--- src/rtl/mini_project_pkg.sv ---
// Shared constants and types for the majority-filter sequencer slice of the
// calculator mini project.
package mini_project_pkg;

  localparam int WIDTH   = 5;
  localparam int ITER_W  = 3;
  localparam int DIGIT_W = 4;

  typedef enum logic {
    ST_IDLE = 1'b0,
    ST_RUN  = 1'b1
  } state_t;

endpackage

--- src/rtl/majority_filter_sequencer_if.sv ---
// Operand/control and result/display bundle between the calculator front end
// and the sequencer; the sequencer binds the slave modport.
interface majority_filter_sequencer_if;
  import mini_project_pkg::*;

  // Handshake: start is sampled only while idle, and the operand, hidden and
  // iter_count fields are latched on that same edge. busy is high from the
  // next cycle until done; done is a one-cycle pulse, and the result fields
  // are valid from the done cycle and hold until the next done.
  logic               start;
  logic [WIDTH-1:0]   operand_x;
  logic               hidden;
  logic [ITER_W-1:0]  iter_count;
  logic               busy;
  logic               done;
  logic [WIDTH-1:0]   result;
  logic [ITER_W-1:0]  iterations_used;
  logic               stable;
  logic [DIGIT_W-1:0] d1;
  logic [DIGIT_W-1:0] d2;
  logic [DIGIT_W-1:0] d3;
  logic [DIGIT_W-1:0] d4;
  logic [DIGIT_W-1:0] d5;
  logic [DIGIT_W-1:0] d6;
  logic               state;

  modport master (
    output start, operand_x, hidden, iter_count,
    input  busy, done, result, iterations_used, stable,
    input  d1, d2, d3, d4, d5, d6, state
  );

  modport slave (
    input  start, operand_x, hidden, iter_count,
    output busy, done, result, iterations_used, stable,
    output d1, d2, d3, d4, d5, d6, state
  );

endinterface

--- src/rtl/maj3_window_filter.sv ---
// One application of the 3-bit sliding-window majority filter, with the pad
// bit h placed at both ends of the 5-bit word.
module maj3_window_filter
  import mini_project_pkg::*;
(
  input  logic [WIDTH-1:0] s,
  input  logic             h,
  output logic [WIDTH-1:0] f
);

  logic [WIDTH+1:0] t;

  assign t = {h, s, h};

  for (genvar k = 0; k < WIDTH; k++) begin : g_bit
    assign f[k] = (t[k+2] & t[k+1]) | (t[k+1] & t[k]) | (t[k+2] & t[k]);
  end

endmodule

--- src/rtl/majority_filter_sequencer.sv ---
// Runs the majority filter repeatedly on a latched operand until the
// iteration limit or a fixpoint, then presents result and display digits.
module majority_filter_sequencer
  import mini_project_pkg::*;
(
  input  logic                        clk,
  input  logic                        reset,
  majority_filter_sequencer_if.slave  bus
);

  state_t            state_q;
  state_t            state_d;
  logic [WIDTH-1:0]  work;
  logic              pad;
  logic [ITER_W-1:0] limit;
  logic [ITER_W-1:0] cnt;
  logic [WIDTH-1:0]  nxt;
  logic              accept;
  logic              finish;
  logic              advance;
  logic              busy_q;
  logic              done_q;
  logic              stable_q;
  logic [WIDTH-1:0]  result_q;
  logic [ITER_W-1:0] used_q;

  maj3_window_filter u_filter (
    .s (work),
    .h (pad),
    .f (nxt)
  );

  always_ff @(posedge clk) begin
    if (reset) state_q <= ST_IDLE;
    else       state_q <= state_d;
  end

  always_comb begin
    state_d = state_q;
    case (state_q)
      ST_IDLE: if (bus.start) state_d = ST_RUN;
      ST_RUN:  if (finish)    state_d = ST_IDLE;
      default: state_d = ST_IDLE;
    endcase
  end

  // A fixpoint and the limit may coincide; either one ends the run.
  always_comb begin
    accept  = (state_q == ST_IDLE) && bus.start;
    finish  = (state_q == ST_RUN) && ((cnt == limit) || (nxt == work));
    advance = (state_q == ST_RUN) && !finish;
  end

  always_ff @(posedge clk) begin
    if (reset) begin
      work     <= '0;
      pad      <= 1'b0;
      limit    <= '0;
      cnt      <= '0;
      busy_q   <= 1'b0;
      done_q   <= 1'b0;
      stable_q <= 1'b0;
      result_q <= '0;
      used_q   <= '0;
    end else begin
      done_q <= 1'b0;
      if (accept) begin
        work   <= bus.operand_x;
        pad    <= bus.hidden;
        limit  <= bus.iter_count;
        cnt    <= '0;
        busy_q <= 1'b1;
      end
      if (advance) begin
        work <= nxt;
        cnt  <= cnt + 1'b1;
      end
      if (finish) begin
        result_q <= work;
        used_q   <= cnt;
        stable_q <= (nxt == work);
        busy_q   <= 1'b0;
        done_q   <= 1'b1;
      end
    end
  end

  // Digits are fixed rewirings of registered fields, so they change only at done.
  assign bus.busy            = busy_q;
  assign bus.done            = done_q;
  assign bus.result          = result_q;
  assign bus.iterations_used = used_q;
  assign bus.stable          = stable_q;
  assign bus.d1              = {1'b0, used_q};
  assign bus.d2              = {3'b000, result_q[4]};
  assign bus.d3              = {3'b000, result_q[3]};
  assign bus.d4              = {3'b000, result_q[2]};
  assign bus.d5              = {3'b000, result_q[1]};
  assign bus.d6              = {3'b000, result_q[0]};
  assign bus.state           = state_q;

endmodule

--- src/flat_wrapper.sv ---
// flat-port wrapper written by rule: the top's interface ports become plain ports
module majority_filter_sequencer_flat import mini_project_pkg::*;
  (clk, reset, bus_start, bus_operand_x, bus_hidden, bus_iter_count, bus_busy, bus_done, bus_result, bus_iterations_used, bus_stable, bus_d1, bus_d2, bus_d3, bus_d4, bus_d5, bus_d6, bus_state);
  majority_filter_sequencer_if bus_i ();
  input  logic clk;
  input  logic reset;
  input wire logic [$bits(bus_i.start)-1:0] bus_start;
  input wire logic [$bits(bus_i.operand_x)-1:0] bus_operand_x;
  input wire logic [$bits(bus_i.hidden)-1:0] bus_hidden;
  input wire logic [$bits(bus_i.iter_count)-1:0] bus_iter_count;
  output wire logic [$bits(bus_i.busy)-1:0] bus_busy;
  output wire logic [$bits(bus_i.done)-1:0] bus_done;
  output wire logic [$bits(bus_i.result)-1:0] bus_result;
  output wire logic [$bits(bus_i.iterations_used)-1:0] bus_iterations_used;
  output wire logic [$bits(bus_i.stable)-1:0] bus_stable;
  output wire logic [$bits(bus_i.d1)-1:0] bus_d1;
  output wire logic [$bits(bus_i.d2)-1:0] bus_d2;
  output wire logic [$bits(bus_i.d3)-1:0] bus_d3;
  output wire logic [$bits(bus_i.d4)-1:0] bus_d4;
  output wire logic [$bits(bus_i.d5)-1:0] bus_d5;
  output wire logic [$bits(bus_i.d6)-1:0] bus_d6;
  output wire logic [$bits(bus_i.state)-1:0] bus_state;
  assign bus_i.start = bus_start;
  assign bus_i.operand_x = bus_operand_x;
  assign bus_i.hidden = bus_hidden;
  assign bus_i.iter_count = bus_iter_count;
  assign bus_busy = bus_i.busy;
  assign bus_done = bus_i.done;
  assign bus_result = bus_i.result;
  assign bus_iterations_used = bus_i.iterations_used;
  assign bus_stable = bus_i.stable;
  assign bus_d1 = bus_i.d1;
  assign bus_d2 = bus_i.d2;
  assign bus_d3 = bus_i.d3;
  assign bus_d4 = bus_i.d4;
  assign bus_d5 = bus_i.d5;
  assign bus_d6 = bus_i.d6;
  assign bus_state = bus_i.state;
  majority_filter_sequencer u_core (.clk(clk), .reset(reset), .bus(bus_i));
endmodule
--- config.mk ---
export PLATFORM = sky130hd
export DESIGN_NAME = majority_filter_sequencer_flat
export DESIGN_NICKNAME = d
export VERILOG_FILES = /design/src/rtl/mini_project_pkg.sv /design/src/rtl/majority_filter_sequencer_if.sv /design/src/rtl/maj3_window_filter.sv /design/src/rtl/majority_filter_sequencer.sv /design/src/flat_wrapper.sv
export SDC_FILE = /design/constraint.sdc
export NUM_CORES = 1
export LEC_CHECK = 0
export ABC_AREA = 0
export BUFFER_PORTS_ARGS = -buffer_cell sky130_fd_sc_hd__buf_2
export CAP_MARGIN = 20
export CORE_MARGIN = 1.5
export CORE_UTILIZATION = 52
export CTS_CLUSTER_DIAMETER = 60
export DETAILED_ROUTE_END_ITERATION = 12
export GPL_TIMING_DRIVEN = 0
export PLACE_DENSITY_LB_ADDON = 0.12
export SYNTH_ARGS = -nofsm -noshare
export SYNTH_HDL_FRONTEND = slang
export SYNTH_HIERARCHICAL = 1
export SYNTH_SLANG_ARGS = --single-unit
--- constraint.sdc ---
create_clock -name clk -period 3.6 [get_ports clk]
set_clock_uncertainty 0.15 [all_clocks]
set_input_delay 1.08 -clock clk [delete_from_list [all_inputs] [get_ports clk]]
set_output_delay 1.08 -clock clk [all_outputs]
set_load 0.02 [all_outputs]
==> results.yml, run 1 <==
clocking:
  post_cts_buffers: 0
  clock_latency_ns: 0.32
  cts_max_path_buffers: 2
  root_buffer: "clkbuf_4"
  cts_tree: "done"
  cts-hold-fix-buffers: 0
  clk_pin_slew_ns: 0.13
  cts_buffers: 3
  clock_sinks: 24
  htreeDepth: 1
  cts_resized: 0
detailed_routing:
  vias: 1157
  postRouteAntennaNets: 0
  routed_via_density: 5.097
  wl_mm: 2.607
  drt-initial-drc-count: 29
  wl_per_cell_um: 11.48
  drc: 0
  dr.pass1.iters: 4
synth:
  synth_xor_area_share_pct: 6.029
  async_flop_share_pct: 0
  synth_compound_area_share_pct: 19.71
  synth-simple-area-share_pct: 14.26
  avgSynthCellArea_sq_um: 8.717
  synth_cell_types: 31
  synthAdderAreaFrac_pct: 5.263
  synthMuxAreaShare_pct: 0
  synth_top_family_by_area: "compound AO/OA/AOI/OAI gates"
  synth_edf_count: 0
  syn_area_sq_mm: 0.001308
  yosys_warnings: 6
  ys_seq_area_share_pct: 36.75
  syn_inst: 150
  synthFlopType: "dfxtp_1"
  synth_seq_cells: 24
sta:
  fin_tns_setup_ns: 0
  fin_ws_ns: 1.422
  hold_viol: 0
  period_share_pct: 60.50
  slew_violations: 0
  fin_hold_ws_ns: 0.3319
  timing.fmax_ghz: 0.4591
  setup_viol: 0
  rsz0062_at_grt: "no"
  period_minus_slack_ns: 2.178
worst_setup_path:
  rrSetupSlack_ns: 1.53
  worstPathRequired_ns: 2.37
  path_class: "reg2out"
  arrival_ns: 0.95
  startpoint_type: "flip-flop"
  cp_max_fo: 3
  cp-end-kind: "primary output"
final_layout:
  fin_nets: 213
  stdcell_area_sq_mm: 0.001602
  fin_cells: 227
  diodes: 0
  syn2layout_area_growth_pct: 22.49
  drive_above_1_share_pct: 37.69
  layout_commonest_cell: "buf_2"
  layout_common_cells: "32 x buf_2, 25 x buf_4, 24 x dfxtp_1, 20 x a21oi_1"
  final_core_util_pct: 69.72
power_and_ir_drop:
  static-leakage-power_nw: 0.7337
  power.total_mw: 0.6377
  p_per_area_mw_per_mm2: 398.2
  peakVddDrop_mv: 0.3855
grt:
  antenna_found_initial: 0
  grt_first_pass_wirelength_mm: 4.298
  grt_max_degree: 15
  grt_usage_pct: 20.98
  grt_pass1_vias: 985
  gr-total-overflow: 0
floorplan:
  die_w_um: 53.15
  top_level_ports: 48
  core_sq_mm: 0.002297
  start_util_pct: 56.92
  row_count: 17
  fp.dieArea_sq_mm: 0.002824
  die_h_um: 53.15
placed_design:
  dp.cells: 223
  place_ws_ns: 1.398
  io_buffer_count: 30
  dp_hpwl_mm: 1.981
  postPlaceCellArea_sq_mm: 0.001549
  place_congestion: 0.8049
outcome:
  status: "completed"
flow_run:
  maxCapViolCount: 0
min_path:
  min_path_type: "reg2reg"
[logic make-up (layout without fill, tap and decap cells)]
kind of cell,after synthesis,in the layout
compound gates,41,41
simple gates,35,35
fa+ha+maj,6,6
flops,24,24
other cells,1,16
xor+xnor,9,9
buf+inv,34,68
[metal layers]
layer  wire (um)  track usage (%)  up-vias
met2        1280            35.21       46
met5           0                0        -
met3         185            4.237        4
li1            -                -      587
met4          36            10.26        0
met1        1105            25.35      520
[flip-flops by register name, indices dropped and copies added, names as in the netlist]
register,flops
u_core/work,5
u_core/limit,3
u_core/bus.done,1
u_core/cnt,3
u_core/bus.result,5
u_core/bus.busy,1
u_core/pad,1
u_core/bus.iterations_used,3
u_core/bus.stable,1
u_core/bus.state,1
[cells in the mapped netlist, drive strengths merged (2+ instances only)]
cell type  instances  area (sq um)
a21oi             20         100.1
a32oi              5         43.79
buf               29         212.7
clkbuf             4         15.01
dfxtp             24         480.5
maj3               5         56.30
nand2             10         37.54
nand3             18         100.1
nor3               2         10.01
o21ai             11         66.31
xnor2              8         70.07
[power breakdown]
group / internal (mW) / total (mW) / switching, mW
Sequential: 0.278 / 0.291 / 0.0124
Clock: 0.113 / 0.193 / 0.0805
Combinational: 0.0608 / 0.154 / 0.0932
[worst max-delay path, stage by stage (launching register included)]
cell and delay, ns:
dfxtp_1 0.38, buf_4 0.11, buf_2 0.14
[layout make-up]
class	instances	area, sq um
sequential	24	480.5
clock inverter	1	30.03
multi-input combinational	107	651.9
timing repair buffer	30	150.1
inverter	1	3.754
buffer	33	227.7
clock buffer	3	22.52
fill	211	695.7
tap	28	35.03
[path summary, 6_finish.rpt]
kind	startpoint	endpoint	cells after the start
setup / recovery	u_core/bus.iterations_used[0]$_SDFFE_PP0P_	bus_iterations_used[0]	2
hold / removal	u_core/limit[0]$_SDFFE_PP0P_	u_core/limit[0]$_SDFFE_PP0P_	2
setup reg to reg	u_core/work[3]$_SDFFE_PP0P_	u_core/work[3]$_SDFFE_PP0P_	6
hold reg to reg	u_core/limit[0]$_SDFFE_PP0P_	u_core/limit[0]$_SDFFE_PP0P_	2
Note: power is estimated with default switching activity, not from simulation.
==> run 2, diff against run 1 <==
--- a/config.mk
+++ b/config.mk
@@ -5,11 +5,11 @@
 export SDC_FILE = /design/constraint.sdc
 export NUM_CORES = 1
 export LEC_CHECK = 0
-export ABC_AREA = 0
+export ABC_AREA = 1
 export BUFFER_PORTS_ARGS = -buffer_cell sky130_fd_sc_hd__buf_2
 export CAP_MARGIN = 20
 export CORE_MARGIN = 1.5
-export CORE_UTILIZATION = 52
+export CORE_UTILIZATION = 50
 export CTS_CLUSTER_DIAMETER = 60
 export DETAILED_ROUTE_END_ITERATION = 12
 export GPL_TIMING_DRIVEN = 0
==> constraint.sdc (replaced) <==
create_clock -name clk -period 2.18 [get_ports clk]
set_clock_uncertainty 0.15 [all_clocks]
set_input_delay 0.654 -clock clk [delete_from_list [all_inputs] [get_ports clk]]
set_output_delay 0.654 -clock clk [all_outputs]
set_load 0.02 [all_outputs]
==> results.yml, run 2 <==
worst_setup_path:
  crit_end: "u_core/bus.stable$_SDFFE_PP0P_"
  reg2reg_to: "u_core/bus.stable$_SDFFE_PP0P_"
  startpoint_type: "flip-flop"
  worstPathRequired_ns: 2.23
  path_class: "reg2reg"
  worstReg2RegStart: "u_core/work[0]$_SDFFE_PP0P_"
  cp-end-kind: "flip-flop"
  rrSetupSlack_ns: 0.26
  arrival_ns: 1.97
  reg2reg_depth: 12
  crit_path_start: "u_core/work[0]$_SDFFE_PP0P_"
  cp_max_fo: 10
final_layout:
  multi_input_area_sq_um: 750.7
  layout_commonest_cell: "nand2_1"
  layout_common_cells: "48 x nand2_1, 33 x buf_2, 30 x nor2_1, 24 x buf_4, 24 x dfxtp_1"
  drive_above_1_share_pct: 34.69
  syn2layout_area_growth_pct: 20.81
  n_fill_cell: 254
  final_core_util_pct: 63.75
  ff_latch_area_sq_um: 480.5
  fin_nets: 259
  diodes: 0
placed_design:
  dp_hpwl_mm: 1.913
  io_buffer_count: 31
  place_congestion: 0.7948
power_and_ir_drop:
  power.share.switching_pct: 31.36
  static-leakage-power_nw: 0.9535
  net-switching-power_mw: 0.3456
  p_per_area_mw_per_mm2: 626.9
  p_clk_share_pct: 29.7
  intPower_mw: 0.7564
  peakVddDrop_mv: 0.5588
  power.total_mw: 1.102
  combPwrFrac_pct: 26.0
  p_seq_share_pct: 44.3
sta:
  setup_viol: 0
  fin_hold_ws_ns: 0.3295
  hold_viol: 0
  timing.fmax_ghz: 0.5217
  fin_tns_setup_ns: 0
  slew_violations: 0
  period_share_pct: 87.93
  worstMarginPinSlew_ns: 0.6814
  rsz0062_at_grt: "no"
  slew_headroom_pct: 54.58
  period_minus_slack_ns: 1.917
floorplan:
  fp.dieArea_sq_mm: 0.003243
  core_sq_mm: 0.002758
  start_util_pct: 52.77
  die_h_um: 56.95
  row_count: 19
  die_w_um: 56.95
  top_level_ports: 48
clocking:
  htreeDepth: 1
  cts-hold-fix-buffers: 0
  cts_max_path_buffers: 2
  clk_pin_slew_ns: 0.14
  clock_latency_ns: 0.32
  clock_sinks: 24
  root_buffer: "clkbuf_4"
  cts_tree: "done"
  post_cts_buffers: 0
  cts_resized: 0
  cts_buffers: 3
detailed_routing:
  wl_mm: 2.456
  wl_per_cell_um: 8.899
  postRouteAntennaNets: 0
  vias: 1196
  routed_via_density: 4.333
  drc: 0
  drt-initial-drc-count: 28
  dr.pass1.iters: 4
synth:
  yosysMostFrequentCell: "nand2_1"
  avgSynthCellArea_sq_um: 7.462
  synth_top_area_cell: "dfxtp_1"
  synth_seq_cells: 24
  synth_cell_types: 27
  yosysTopAreaCellShare_pct: 33.02
  async_flop_share_pct: 0
  syn_inst: 195
  ys_seq_area_share_pct: 33.02
  syn_area_sq_mm: 0.001455
  yosys_warnings: 6
  synth_edf_count: 0
  synthTopCellsByArea: "dfxtp_1 33%, buf_4 12%, nand2_1 12%, nor2_1 7.7%, nand3_2 6.2%"
  synthFlopType: "dfxtp_1"
  synth.cells.most_frequent: "48 x nand2_1, 30 x nor2_1, 24 x buf_4, 24 x dfxtp_1, 15 x inv_1"
grt:
  antenna_found_initial: 0
  grt_max_degree: 15
  grt_pass1_vias: 971
  grt_first_pass_wirelength_mm: 4.167
  gr-total-overflow: 0
  grt_usage_pct: 16.32
outcome:
  status: "completed"
min_path:
  min_path_type: "reg2reg"
flow_run:
  maxCapViolCount: 0
-- run 2: changes by cell type in the layout (fill, tap and decap cells not counted), moves of 5 or more --
cell	previous run	this run
a21oi_1	20	1
a32oi_1	5	0
inv_1	1	15
maj3_2	5	0
nand2_1	10	48
nand3_1	16	6
nand3_2	2	9
nand4_1	0	5
nor2_1	1	30
o21ai_0	1	6
o21ai_1	7	0
-- run 2: critical path, cell delays in order, from the launching register on --
cell	delay, ns
dfxtp_1	0.46
nand2_1	0.11
nand3_1	0.14
inv_1	0.05
nand2_1	0.05
nand2_1	0.06
nor2_2	0.16
nand3_4	0.17
nand2_4	0.10
nand2_4	0.07
buf_6	0.16
nand3_2	0.06
o31ai_2	0.05
-- run 2: cells by family after synthesis --
group / synth area share (%)
AND/OR/NAND/NOR: 40.24
buffers and inverters: 19.26
flip-flops: 33.02
AO/OA/AOI/OAI: 3.955
XOR/XNOR: 2.407
adder cells (fa/ha/maj): 0.8597
other: 0.2577
-- run 2: power by group through the flow --
stage	combinational [mW]	sequential, mW	clock [mW]
after detailed placement	0.287	0.499	0
after floorplan	0.226	0.506	0
final	0.287	0.488	0.327
after global routing	0.315	0.493	0.351
after global placement	0.286	0.498	0
after CTS	0.287	0.489	0.332
-- run 2: through the flow --
stage	setup slack (ns)	std cells	cell area [sq um]
final	0.2631	276	1758
after global routing	0.02794	276	1758
after CTS	0.2451	276	1758
after detailed placement	0.2694	272	1705
after global placement	0.2870	272	1705
after floorplan	0.4663	210	1511
-- run 2: layout make-up --
class | instances | area share, %
Multi-Input combinational cell | 140 | 42.70
Inverter | 17 | 3.630
Clock inverter | 1 | 1.708
Clock buffer | 3 | 1.281
Sequential cell | 24 | 27.33
Buffer | 29 | 12.31
Timing Repair Buffer | 31 | 8.826
Tap cell | 31 | 2.206
-- run 2: worst min path at each step --
stage | start | slack, ns | cells after the start | end
floorplan | u_core/cnt[2]$_SDFFE_PP0P_ | 0.30 | 2 | u_core/bus.iterations_used[2]$_SDFFE_PP0P_
global placement | u_core/bus.result[2]$_SDFFE_PP0P_ | 0.31 | 2 | u_core/bus.result[2]$_SDFFE_PP0P_
detailed placement | u_core/bus.iterations_used[0]$_SDFFE_PP0P_ | 0.32 | 2 | u_core/bus.iterations_used[0]$_SDFFE_PP0P_
CTS | u_core/bus.iterations_used[0]$_SDFFE_PP0P_ | 0.33 | 2 | u_core/bus.iterations_used[0]$_SDFFE_PP0P_
global route | u_core/bus.iterations_used[0]$_SDFFE_PP0P_ | 0.35 | 2 | u_core/bus.iterations_used[0]$_SDFFE_PP0P_
finish | u_core/bus.iterations_used[0]$_SDFFE_PP0P_ | 0.33 | 2 | u_core/bus.iterations_used[0]$_SDFFE_PP0P_
-- run 2: per-layer routing --
metal	vias to the layer above	share of wire [%]	global-route usage, %
li1	669	-	-
met1	478	50	22.80
met2	42	41	23.48
met3	7	6.2	2.268
met4	0	2.9	10.63
met5	-	0	0
==> run 3, diff against run 2 <==
--- a/config.mk
+++ b/config.mk
@@ -13,8 +13,10 @@
 export CTS_CLUSTER_DIAMETER = 60
 export DETAILED_ROUTE_END_ITERATION = 12
 export GPL_TIMING_DRIVEN = 0
+export MAX_ROUTING_LAYER = met4
 export PLACE_DENSITY_LB_ADDON = 0.12
 export SYNTH_ARGS = -nofsm -noshare
 export SYNTH_HDL_FRONTEND = slang
 export SYNTH_HIERARCHICAL = 1
 export SYNTH_SLANG_ARGS = --single-unit
+export TNS_END_PERCENT = 20
==> results.yml, run 3 (synthesis gave the netlist of run 2 again) <==
worst_setup_path:
  startpoint_type: "flip-flop"
  arrival_ns: 1.98
  worstReg2RegStart: "u_core/work[0]$_SDFFE_PP0P_"
  worstPathRequired_ns: 2.23
  path_class: "reg2reg"
  cp_max_fo: 10
  slowest_delay_ns: 0.47
  reg2reg_to: "u_core/bus.stable$_SDFFE_PP0P_"
  cp-end-kind: "flip-flop"
  crit_top_cell: "nand2_1"
  rrSetupSlack_ns: 0.26
  slowest_stage: "dfxtp_1"
  cp_cell_sequence: "nand2_1 -> nand3_1 -> inv_1 -> nand2_1 -> nand2_1 -> nor2_2 -> nand3_4 -> nand2_4 -> nand2_4 -> buf_6 -> nand3_2 -> o31ai_2"
  reg2reg_depth: 12
detailed_routing:
  dr.pass1.iters: 4
  vias: 1194
  drt-initial-drc-count: 29
  postRouteAntennaNets: 0
  wl_per_cell_um: 8.899
  drc: 0
  wl_mm: 2.456
  routed_via_density: 4.326
grt:
  grt_usage_pct: 16.82
  gr-total-overflow: 0
  grt_max_degree: 15
  antenna_found_initial: 0
  grt_first_pass_wirelength_mm: 4.160
  grt_pass1_vias: 973
sta:
  fin_tns_setup_ns: 0
  setup_viol: 0
  slew_violations: 0
  slew_headroom_pct: 54.79
  rsz0062_at_grt: "no"
  timing.fmax_ghz: 0.5200
  period_share_pct: 88.21
  period_minus_slack_ns: 1.923
  worstMarginPinSlew_ns: 0.6781
  hold_viol: 0
clocking:
  clock_latency_ns: 0.32
  clk_pin_slew_ns: 0.14
  htreeDepth: 1
  cts_buffers: 3
  cts_resized: 0
  root_buffer: "clkbuf_4"
  cts_tree: "done"
  post_cts_buffers: 0
  cts_max_path_buffers: 2
  cts-hold-fix-buffers: 0
  clock_sinks: 24
final_layout:
  fin_cells: 276
  drive_above_1_share_pct: 34.69
  syn2layout_area_growth_pct: 20.81
  layout_commonest_cell: "nand2_1"
  diodes: 0
  layout_common_cells: "48 x nand2_1, 33 x buf_2, 30 x nor2_1, 24 x buf_4, 24 x dfxtp_1"
  fin_nets: 259
  stdcell_area_sq_mm: 0.001758
  n_fill_cell: 254
power_and_ir_drop:
  peakVddDrop_mv: 0.5589
  static-leakage-power_nw: 0.9535
  p_per_area_mw_per_mm2: 627.1
floorplan:
  row_count: 19
  start_util_pct: 52.77
  core_sq_mm: 0.002758
  die_h_um: 56.95
  die_w_um: 56.95
  fp.dieArea_sq_mm: 0.003243
  top_level_ports: 48
min_path:
  whs_path_depth: 2
  worstHoldEndpoint: "u_core/bus.iterations_used[0]$_SDFFE_PP0P_"
  min_path_type: "reg2reg"
  hp-start: "u_core/bus.iterations_used[0]$_SDFFE_PP0P_"
placed_design:
  postPlaceCellArea_sq_mm: 0.001705
  place_congestion: 0.8062
  io_buffer_count: 31
  dp_hpwl_mm: 1.913
  dp.cells: 272
outcome:
  status: "completed"
flow_run:
  maxCapViolCount: 0
[run 3: cell counts in the layout (fill, tap and decap cells not counted)]
No cell type changed its count.
[run 3: final cells by class]
type | instances | area, sq um | share of cell area, %
Multi-Input combinational cell | 140 | 750.7 | 42.70
Sequential cell | 24 | 480.5 | 27.33
Buffer | 29 | 216.5 | 12.31
Timing Repair Buffer | 31 | 155.1 | 8.826
Inverter | 17 | 63.81 | 3.630
Tap cell | 31 | 38.79 | 2.206
Clock inverter | 1 | 30.03 | 1.708
Clock buffer | 3 | 22.52 | 1.281
[run 3: stage by stage]
stage,total power [mW],setup slack (ns),hold slack (ns),utilization [%]
6_report,1.102,0.2570,0.3295,63.75
5_1_grt,1.159,0.02794,0.3468,63.75
4_1_cts,1.108,0.2451,0.3348,63.75
3_5_place_dp,0.7858,0.2694,0.3162,61.84
3_3_place_gp,0.7843,0.2870,0.3118,61.84
2_1_floorplan,0.7311,0.4663,0.3003,-
[run 3: per-layer routing]
| metal | GRT usage [%] | vias to the layer above | routed length, um |
|---|---|---|---|
| met5 | - | - | 0 |
| met2 | 23.48 | 44 | 1000 |
| met1 | 22.80 | 476 | 1216 |
| li1 | - | 667 | - |
| met4 | 10.63 | 0 | 77 |
| met3 | 2.268 | 7 | 162 |
[run 3: worst max-delay path by stage]
stage                                            from                        endpoint  slack, ns
final                     u_core/work[0]$_SDFFE_PP0P_  u_core/bus.stable$_SDFFE_PP0P_       0.26
after global routing      u_core/work[0]$_SDFFE_PP0P_  u_core/bus.stable$_SDFFE_PP0P_       0.03
after CTS                 u_core/work[0]$_SDFFE_PP0P_  u_core/bus.stable$_SDFFE_PP0P_       0.25
after detailed placement  u_core/work[0]$_SDFFE_PP0P_  u_core/bus.stable$_SDFFE_PP0P_       0.27
after global placement    u_core/work[0]$_SDFFE_PP0P_  u_core/bus.stable$_SDFFE_PP0P_       0.29
after floorplan           u_core/work[3]$_SDFFE_PP0P_  u_core/bus.stable$_SDFFE_PP0P_       0.47
[run 3: power breakdown]
part / leakage (nW) / internal (mW) / switching, mW
Sequential: 0.196 / 0.463 / 0.0251
Clock: 0.0279 / 0.186 / 0.141
Combinational: 0.730 / 0.107 / 0.180
Total: 0.954 / 0.756 / 0.346
[run 3: critical path, delay by kind of cell, from the launching register on]
kind / cells / cell delay, ns
simple gates: 9 / 0.93
flops: 1 / 0.47
buf+inv: 2 / 0.21
compound gates: 1 / 0.05
